--- src/rtl/alu_txn_driver.sv ---
// Initiator for a one-cycle-latency arithmetic unit: two-stage valid pipeline plus an in-order response FIFO.
// Optional macro ALU_DRV_ERRCNT_EN enables the saturating error counter on o_err_cnt.
module alu_txn_driver #(
    parameter int M         = 32,
    parameter int RSP_DEPTH = 4
) (
    input  logic         clk,
    input  logic         i_reset,
    input  logic         i_cmd_valid,
    output logic         o_cmd_ready,
    input  logic [M-1:0] i_cmd_A,
    input  logic [M-1:0] i_cmd_B,
    input  logic [3:0]   i_cmd_op,
    output logic [M-1:0] o_alu_A,
    output logic [M-1:0] o_alu_B,
    output logic [3:0]   o_alu_op,
    input  logic [M-1:0] i_alu_result,
    input  logic [3:0]   i_alu_status,
    output logic         o_rsp_valid,
    input  logic         i_rsp_ready,
    output logic [M-1:0] o_rsp_result,
    output logic [3:0]   o_rsp_status,
    output logic [3:0]   o_rsp_op,
    output logic [7:0]   o_err_cnt
);
    localparam int AW = $clog2(RSP_DEPTH);
    localparam int OW = AW + 2;

    typedef struct packed {
        logic [M-1:0] result;
        logic [3:0]   status;
        logic [3:0]   op;
    } rsp_t;

    // vld_pipe[1]: operands on o_alu_*; vld_pipe[2]: ALU result valid this cycle
    logic [2:1]    vld_pipe;
    logic [3:0]    s2_op;
    rsp_t          mem [RSP_DEPTH];
    logic [AW-1:0] wr_ptr, rd_ptr;
    logic [AW:0]   count;
    logic [OW-1:0] occupancy;
    logic          cmd_fire, push, pop;
    rsp_t          push_data, head;

    // Every in-flight command already owns a FIFO slot, so capture can never overflow.
    assign occupancy   = OW'(count) + OW'(vld_pipe[1]) + OW'(vld_pipe[2]);
    assign o_cmd_ready = occupancy < OW'(RSP_DEPTH);
    assign cmd_fire    = i_cmd_valid && o_cmd_ready;

    always_ff @(posedge clk or negedge i_reset) begin
        if (!i_reset) begin
            vld_pipe <= '0;
            o_alu_A  <= '0;
            o_alu_B  <= '0;
            o_alu_op <= '0;
            s2_op    <= '0;
        end else begin
            vld_pipe <= {vld_pipe[1], cmd_fire};
            if (cmd_fire) begin
                o_alu_A  <= i_cmd_A;
                o_alu_B  <= i_cmd_B;
                o_alu_op <= i_cmd_op;
            end
            if (vld_pipe[1])
                s2_op <= o_alu_op;
        end
    end

    // ALU result is undefined on ERROR, so store zero instead.
    assign push             = vld_pipe[2];
    assign pop              = o_rsp_valid && i_rsp_ready;
    assign push_data.result = i_alu_status[3] ? '0 : i_alu_result;
    assign push_data.status = i_alu_status;
    assign push_data.op     = s2_op;

    always_ff @(posedge clk) begin
        if (push)
            mem[wr_ptr] <= push_data;
    end

    always_ff @(posedge clk or negedge i_reset) begin
        if (!i_reset) begin
            wr_ptr <= '0;
            rd_ptr <= '0;
            count  <= '0;
        end else begin
            if (push) wr_ptr <= wr_ptr + 1'b1;
            if (pop)  rd_ptr <= rd_ptr + 1'b1;
            case ({push, pop})
                2'b10:   count <= count + 1'b1;
                2'b01:   count <= count - 1'b1;
                default: count <= count;
            endcase
        end
    end

    // Mask the uninitialised/stale storage so outputs read zero whenever the FIFO is empty.
    assign head         = mem[rd_ptr];
    assign o_rsp_valid  = (count != '0);
    assign o_rsp_result = o_rsp_valid ? head.result : '0;
    assign o_rsp_status = o_rsp_valid ? head.status : '0;
    assign o_rsp_op     = o_rsp_valid ? head.op     : '0;

`ifdef ALU_DRV_ERRCNT_EN
    logic [7:0] err_cnt;

    always_ff @(posedge clk or negedge i_reset) begin
        if (!i_reset)
            err_cnt <= '0;
        else if (push && i_alu_status[3] && err_cnt != 8'hFF)
            err_cnt <= err_cnt + 1'b1;
    end

    assign o_err_cnt = err_cnt;
`else
    assign o_err_cnt = '0;
`endif

endmodule

--- config.mk ---
export PLATFORM = sky130hd
export DESIGN_NAME = alu_txn_driver
export DESIGN_NICKNAME = d
export VERILOG_FILES = /design/src/rtl/alu_txn_driver.sv
export SDC_FILE = /design/constraint.sdc
export NUM_CORES = 1
export LEC_CHECK = 0
export CELL_PAD_IN_SITES_DETAIL_PLACEMENT = 1
export CELL_PAD_IN_SITES_GLOBAL_PLACEMENT = 1
export CORE_ASPECT_RATIO = 0.9
export CORE_MARGIN = 1
export CORE_UTILIZATION = 42
export CTS_CLUSTER_DIAMETER = 100
export DETAILED_ROUTE_END_ITERATION = 8
export GPL_TIMING_DRIVEN = 1
export PLACE_DENSITY_LB_ADDON = 0.12
export SKIP_LAST_GASP = 1
export SLEW_MARGIN = 20
export SYNTH_ARGS = -nofsm -noshare
export SYNTH_HDL_FRONTEND = slang
export SYNTH_SLANG_ARGS = --single-unit
--- constraint.sdc ---
create_clock -name clk -period 2.5 [get_ports clk]
set_input_delay 0.375 -clock clk [delete_from_list [all_inputs] [get_ports clk]]
set_output_delay 0.375 -clock clk [all_outputs]
set_load 0.02 [all_outputs]
==> flow_summary.toml, run 1 <==
[status]
outcome = "complete, but fails checks"
violations = "negative setup slack"

[floorplanning]
core_area_um2 = 21900
die-area_um2 = 23200
die_width_um = 160
die_y_um = 144
start_util = 0.433
rows = 51
pin_count = 226

[worst_setup_path]
cpMaxStageDelayCell = "dfrtp_4"
critPathMaxFanout = 5
critPathBufInv = 4
r2r_setup_slack_ps = 290
worstPathRequired_ps = 2120
slowest_delay_ps = 510
cp.arrival_ps = 2160
cp_top_family = "buffers and inverters"
startpoint_type = "register"
crit_path_frequent_cell = "buf_6"
crit_chain = "buf_6, buf_12, buf_4, mux4_2, and2_4, buf_6"
cp-end-kind = "primary output"
path_class = "reg -> out"

[route]
wl_per_cell_um = 21.6
drt_wl_total_mm = 22.6
drc = 0
drtIter0Drc = 251
drtPass1Iterations = 4
routed_via_density = 5.05
ant_nets = 0
vias = 5292

[synthesis]
synth_top_area_cell = "edfxtp_1"
synth-main-ff-cell = "edfxtp_1"
synth-edff-count = 160
synth_commonest_cells = "edfxtp_1 (160), dfrtp_1 (81), mux2_2 (63)"
synth_area_leaders = "edfxtp_1 (51%), dfrtp_1 (21%), mux4_2 (9.5%)"
ys_warn_count = 0
syn_area_um2 = 9470
netlist.area_leader.share = 0.507
ys_ff_latch = 241
synth_most_common_cell = "edfxtp_1"
syn_inst = 493
syn_avg_cell_area_um2 = 19.2
seq_area_frac_synth = 0.721
ys_async_sr_fraction = 0.336
ys_types = 28

[timing]
hold_violations = 0
maxSlewHeadroom = 0.622
finClkSkew_ps = 13.8
setup_viol = 2
tightestPinTransition_ps = 566
tns_ps = -55.2
finalMaxSlewViolations = 0
fmaxAchievable_mhz = 395
fin_crit_ps = 2530
setup_ws_ps = -32.1
rsz0062_at_grt = "true"
finalCritPeriodShare = 1.01

[cts]
cts_sinks = 241
cts_htree_levels = 1
clock-root-buffer = "clkbuf_16"
cts-buffers-inserted = 25
clk_pin_slew_worst_paths_ps = 60
cts_tree = "built"
clockBufferDepth = 3
insertion_delay_ps = 520

[global_routing]
grt.overflow.total = 0
antenna_found_initial = 0
use_met3 = 0.0588
use_met2 = 0.354
track_usage = 0.197
grt_pass1_vias = 6017
grt_pass1_wl_mm = 34.4
grt_max_degree = 70
met1_usage = 0.231
busiest_layer = "met2"

[placement]
dp_slack_ps = 204
io_buffers = 217
dp_cells = 991
routabilityCongestion = 0.692
dp_hpwl_mm = 14.2

[power]
p_leak_nw = 4.77
ir_drop_mv = 0.702
power_density_nw_per_um2 = 1290

[cells_and_area]
nets = 852
drive_above_1_share = 0.286
area_growth_pct = 36.1
finalNonFillerCells = 1047
fill_cells = 1978
antenna_cells = 0

[worst_hold_path]
hold_path_class = "in -> async"

[job]
maxCapViolCount = 0
-- cell usage in the layout (no fill, tap or decap), types with 5 or more instances in the layout --
cell             count
buf_12              10
clkbuf_8             5
ha_1                 6
edfxtp_1           160
mux4_2              40
inv_1                6
clkdlybuf4s50_1    174
buf_2               26
clkbuf_16           28
clkbuf_2             9
mux2_2              63
and2_4               5
dfrtp_1             79
conb_1               8
mux2_1               9
nor2b_1             32
and2_1              36
clkbuf_1             8
buf_4               13
-- logic make-up (layout without fill, tap and decap cells) --
family	Yosys count	count (layout)	synth area share
other	1	8	0.000396
and+or+nand+nor	82	82	0.0535
adders and majority gates	7	7	0.0100
xor gates and xnor gates	6	6	0.00555
DFF	241	241	0.721
AOI/OAI and AO/OA	4	4	0.00357
muxes	113	113	0.182
buffers and inverters	39	295	0.0237
-- worst paths after layout --
path	start	cells after the start	end
worst max-delay path	rd_ptr[0]	6	o_rsp_result[17]
max in group asynchronous	i_reset	3	o_alu_B[22]
worst min-delay path	i_reset	2	o_alu_A[3]
worst min register to register	o_alu_A[29]	1	o_alu_A[29]
min in group clk	i_cmd_A[30]	2	o_alu_A[30]
worst max register to register	count[1]	7	count[1]
-- report_power, final --
part	internal (W)	switching (W)
combinational	0.00352	0.00349
sequential	0.00538	0.000542
clock	0.00220	0.00148
total	0.0111	0.00551
-- stage by stage --
stage / util / instance area (µm²) / power, W / hold WS (ps)
finish: 0.589 / 12900 / 0.0166 / 398
global route: 0.589 / 12900 / 0.0174 / 430
CTS: 0.590 / 12900 / 0.0168 / 412
detailed placement: 0.551 / 12100 / 0.0131 / 413
global placement: 0.551 / 12100 / 0.0129 / 403
floorplan: - / 9500 / 0.00982 / 79.4
-- metal layers --
layer	part of all wire	up-vias	wire length (µm)
li1	-	2328	-
met1	0.39	2726	8740
met2	0.52	199	11800
met3	0.072	39	1620
met4	0.022	0	506
met5	0	-	0
-- state kept, by name (all words and copies together) (netlist names) --
| register | count |
|---|---|
| mem | 160 |
| o_alu_A | 32 |
| o_alu_B | 32 |
| o_alu_op | 4 |
| s2_op | 4 |
| count | 3 |
| rd_ptr | 2 |
| vld_pipe | 2 |
| wr_ptr | 2 |
-- timing repair --
action,4_1_cts,5_1_grt
buffers inserted,4,1
setup endpoints to repair,42,33
hold buffers,1,0
hold endpoints to repair,39,0
gates cloned,2,3
gates resized for setup,117,49
-- area by class of cell --
cell class	instances	area (µm²)	area share
Clock buffer	38	724	0.0562
Clock inverter	8	88.8	0.00689
Inverter	6	22.5	0.00175
Multi-Input combinational cell	220	2460	0.191
Sequential cell	241	6840	0.531
Tap cell	291	364	0.0283
Timing Repair Buffer	243	2390	0.186
Power figures use the tool's default switching activity.
==> inputs of run 2 (changes only) <==
--- a/config.mk
+++ b/config.mk
@@ -19,3 +19,4 @@
 export SYNTH_ARGS = -nofsm -noshare
 export SYNTH_HDL_FRONTEND = slang
 export SYNTH_SLANG_ARGS = --single-unit
+export TNS_END_PERCENT = 5
==> flow_summary.toml, run 2 (synthesis gave the netlist of run 1 again) <==
[status]
outcome = "complete, but fails checks"
violations = "negative setup slack"

[cells_and_area]
nets = 852
mostFrequentLayoutCells = "clkdlybuf4s50_1 (175), edfxtp_1 (160), dfrtp_1 (79), mux2_2 (63), mux4_2 (40)"
layout_commonest_cell = "clkdlybuf4s50_1"
top_regs = "mem (160), o_alu_A (32), o_alu_B (32)"
seq_area_um2 = 6840
antenna_cells = 0
multi_input_area_um2 = 2450
finalInstanceArea_um2 = 12900
area_growth_pct = 36.4
fill_cells = 1975
utilization = 0.590
drive_above_1_share = 0.271
largest_reg_flops = 160
largest-register = "mem"

[timing]
rsz0062_at_grt = "true"
tightestPinTransition_ps = 571
setup_ws_ps = -65.4
finClkSkew_ps = 24.1
hold_violations = 0
fin_crit_ps = 2570
setup_viol = 23
finalCritPeriodShare = 1.03
finalMaxSlewViolations = 0
fmaxAchievable_mhz = 390
hold_ws_ps = 403
maxSlewHeadroom = 0.619

[cts]
cts-buffers-inserted = 25
cts_sinks = 241
cts_htree_levels = 1
clockBufferDepth = 3
cts_tree = "built"
insertion_delay_ps = 530
clk_pin_slew_worst_paths_ps = 60
clock-root-buffer = "clkbuf_16"

[worst_setup_path]
worstPathRequired_ps = 2120
r2r_setup_slack_ps = 310
cp-end-kind = "primary output"
critPathMaxFanout = 5
cp_top_family = "flip-flops"
cp.arrival_ps = 2190
critPathBufInv = 4
cpMaxStageDelayCell = "dfrtp_4"
crit_chain = "buf_6, buf_12, buf_12, mux4_2, and2_4, buf_6"
slowest_delay_ps = 530
path_class = "reg -> out"
startpoint_type = "register"

[route]
ant_nets = 0
vias = 5268
drc = 0
drtPass1Iterations = 4
drtIter0Drc = 241
routed_via_density = 5.03
wl_per_cell_um = 21.5
drt_wl_total_mm = 22.5

[power]
p_clk_frac = 0.222
ir_drop_mv = 0.703
p_leak_nw = 4.78
power_frac_comb = 0.421
seq_power_share = 0.357
switching_share = 0.332
power_density_nw_per_um2 = 1290
power.total_w = 0.0166
intPower_w = 0.0111
p_sw_w = 0.00552

[placement]
io_buffers = 217
post_dp_cell_area_um2 = 12100
routabilityCongestion = 0.692
dp_hpwl_mm = 14.2
dp_slack_ps = 204

[floorplanning]
rows = 51
pin_count = 226
core_area_um2 = 21900
start_util = 0.433
die-area_um2 = 23200
die_y_um = 144
die_width_um = 160

[global_routing]
grt_pass1_wl_mm = 34.3
grt.overflow.total = 0
grt_pass1_vias = 5988
antenna_found_initial = 0
grt_max_degree = 70
track_usage = 0.195

[job]
maxCapViolCount = 0

[worst_hold_path]
hold_path_class = "in -> async"
## run 2: cell types whose count changed in the layout (fill, tap and decap cells not counted)
cell / change
and2_1: +3
buf_4: -3
dlygate4sd2_1: +7
buf_2: -25
clkdlybuf4s50_1: +1
clkdlybuf4s15_2: -1
buf_16: +1
and2_4: -3
clkbuf_2: +20
## run 2: final cells by class
cell class	instances	area share
Clock inverter	8	0.00688
Tap cell	291	0.0282
Sequential cell	241	0.529
Timing Repair Buffer	243	0.188
Multi-Input combinational cell	220	0.190
Clock buffer	38	0.0561
Inverter	6	0.00174
## run 2: metrics by stage
step                      TNS [ps]  instances
after floorplan                  0        500
after global placement           0        991
after detailed placement         0        991
after CTS                    -5700       1042
after global routing         -2470       1047
final                         -510       1047
## run 2: final timing paths
kind	cells past startpoint	endpoint	from
max in group asynchronous	3	o_alu_B[22]	i_reset
max	6	o_rsp_status[1]	rd_ptr[0]
min reg2reg	1	o_alu_A[29]	o_alu_A[29]
min in group clk	3	rd_ptr[1]	i_rsp_ready
min	2	o_alu_A[3]	i_reset
max reg2reg	7	count[1]	count[1]
## run 2: layer usage
metal | GRT usage | vias up | wire (µm)
li1 | - | 2330 | -
met1 | 0.233 | 2719 | 8890
met2 | 0.348 | 184 | 11500
met3 | 0.0576 | 35 | 1630
met4 | 0.0496 | 0 | 461
met5 | 0 | - | 0
## run 2: worst register-to-register path: cells and delay by family (launching register included)
| kind | cells | cell delay, ps |
|---|---|---|
| DFF | 1 | 440 |
| adders and majority gates | 2 | 620 |
| and+or+nand+nor | 2 | 610 |
| buffers and inverters | 2 | 280 |
| muxes | 1 | 160 |
## run 2: power groups by stage
| stage | sequential (W) | clock [W] | combinational [W] |
|---|---|---|---|
| 3_5_place_dp | 0.00600 | 0 | 0.00708 |
| 4_1_cts | 0.00595 | 0.00376 | 0.00699 |
| 5_1_grt | 0.00607 | 0.00392 | 0.00745 |
| 2_1_floorplan | 0.00656 | 0 | 0.00326 |
| 6_report | 0.00594 | 0.00369 | 0.00700 |
| 3_3_place_gp | 0.00590 | 0 | 0.00697 |
## run 2: timing repair
action                                 4_1_cts  5_1_grt
setup buffers                                2        2
gates resized for setup                     42       75
hold buffers                                 1        0
endpoints found under the hold margin       39        0
pin swaps                                    0        1
gates cloned                                 2        3
setup endpoints to repair                   42       42
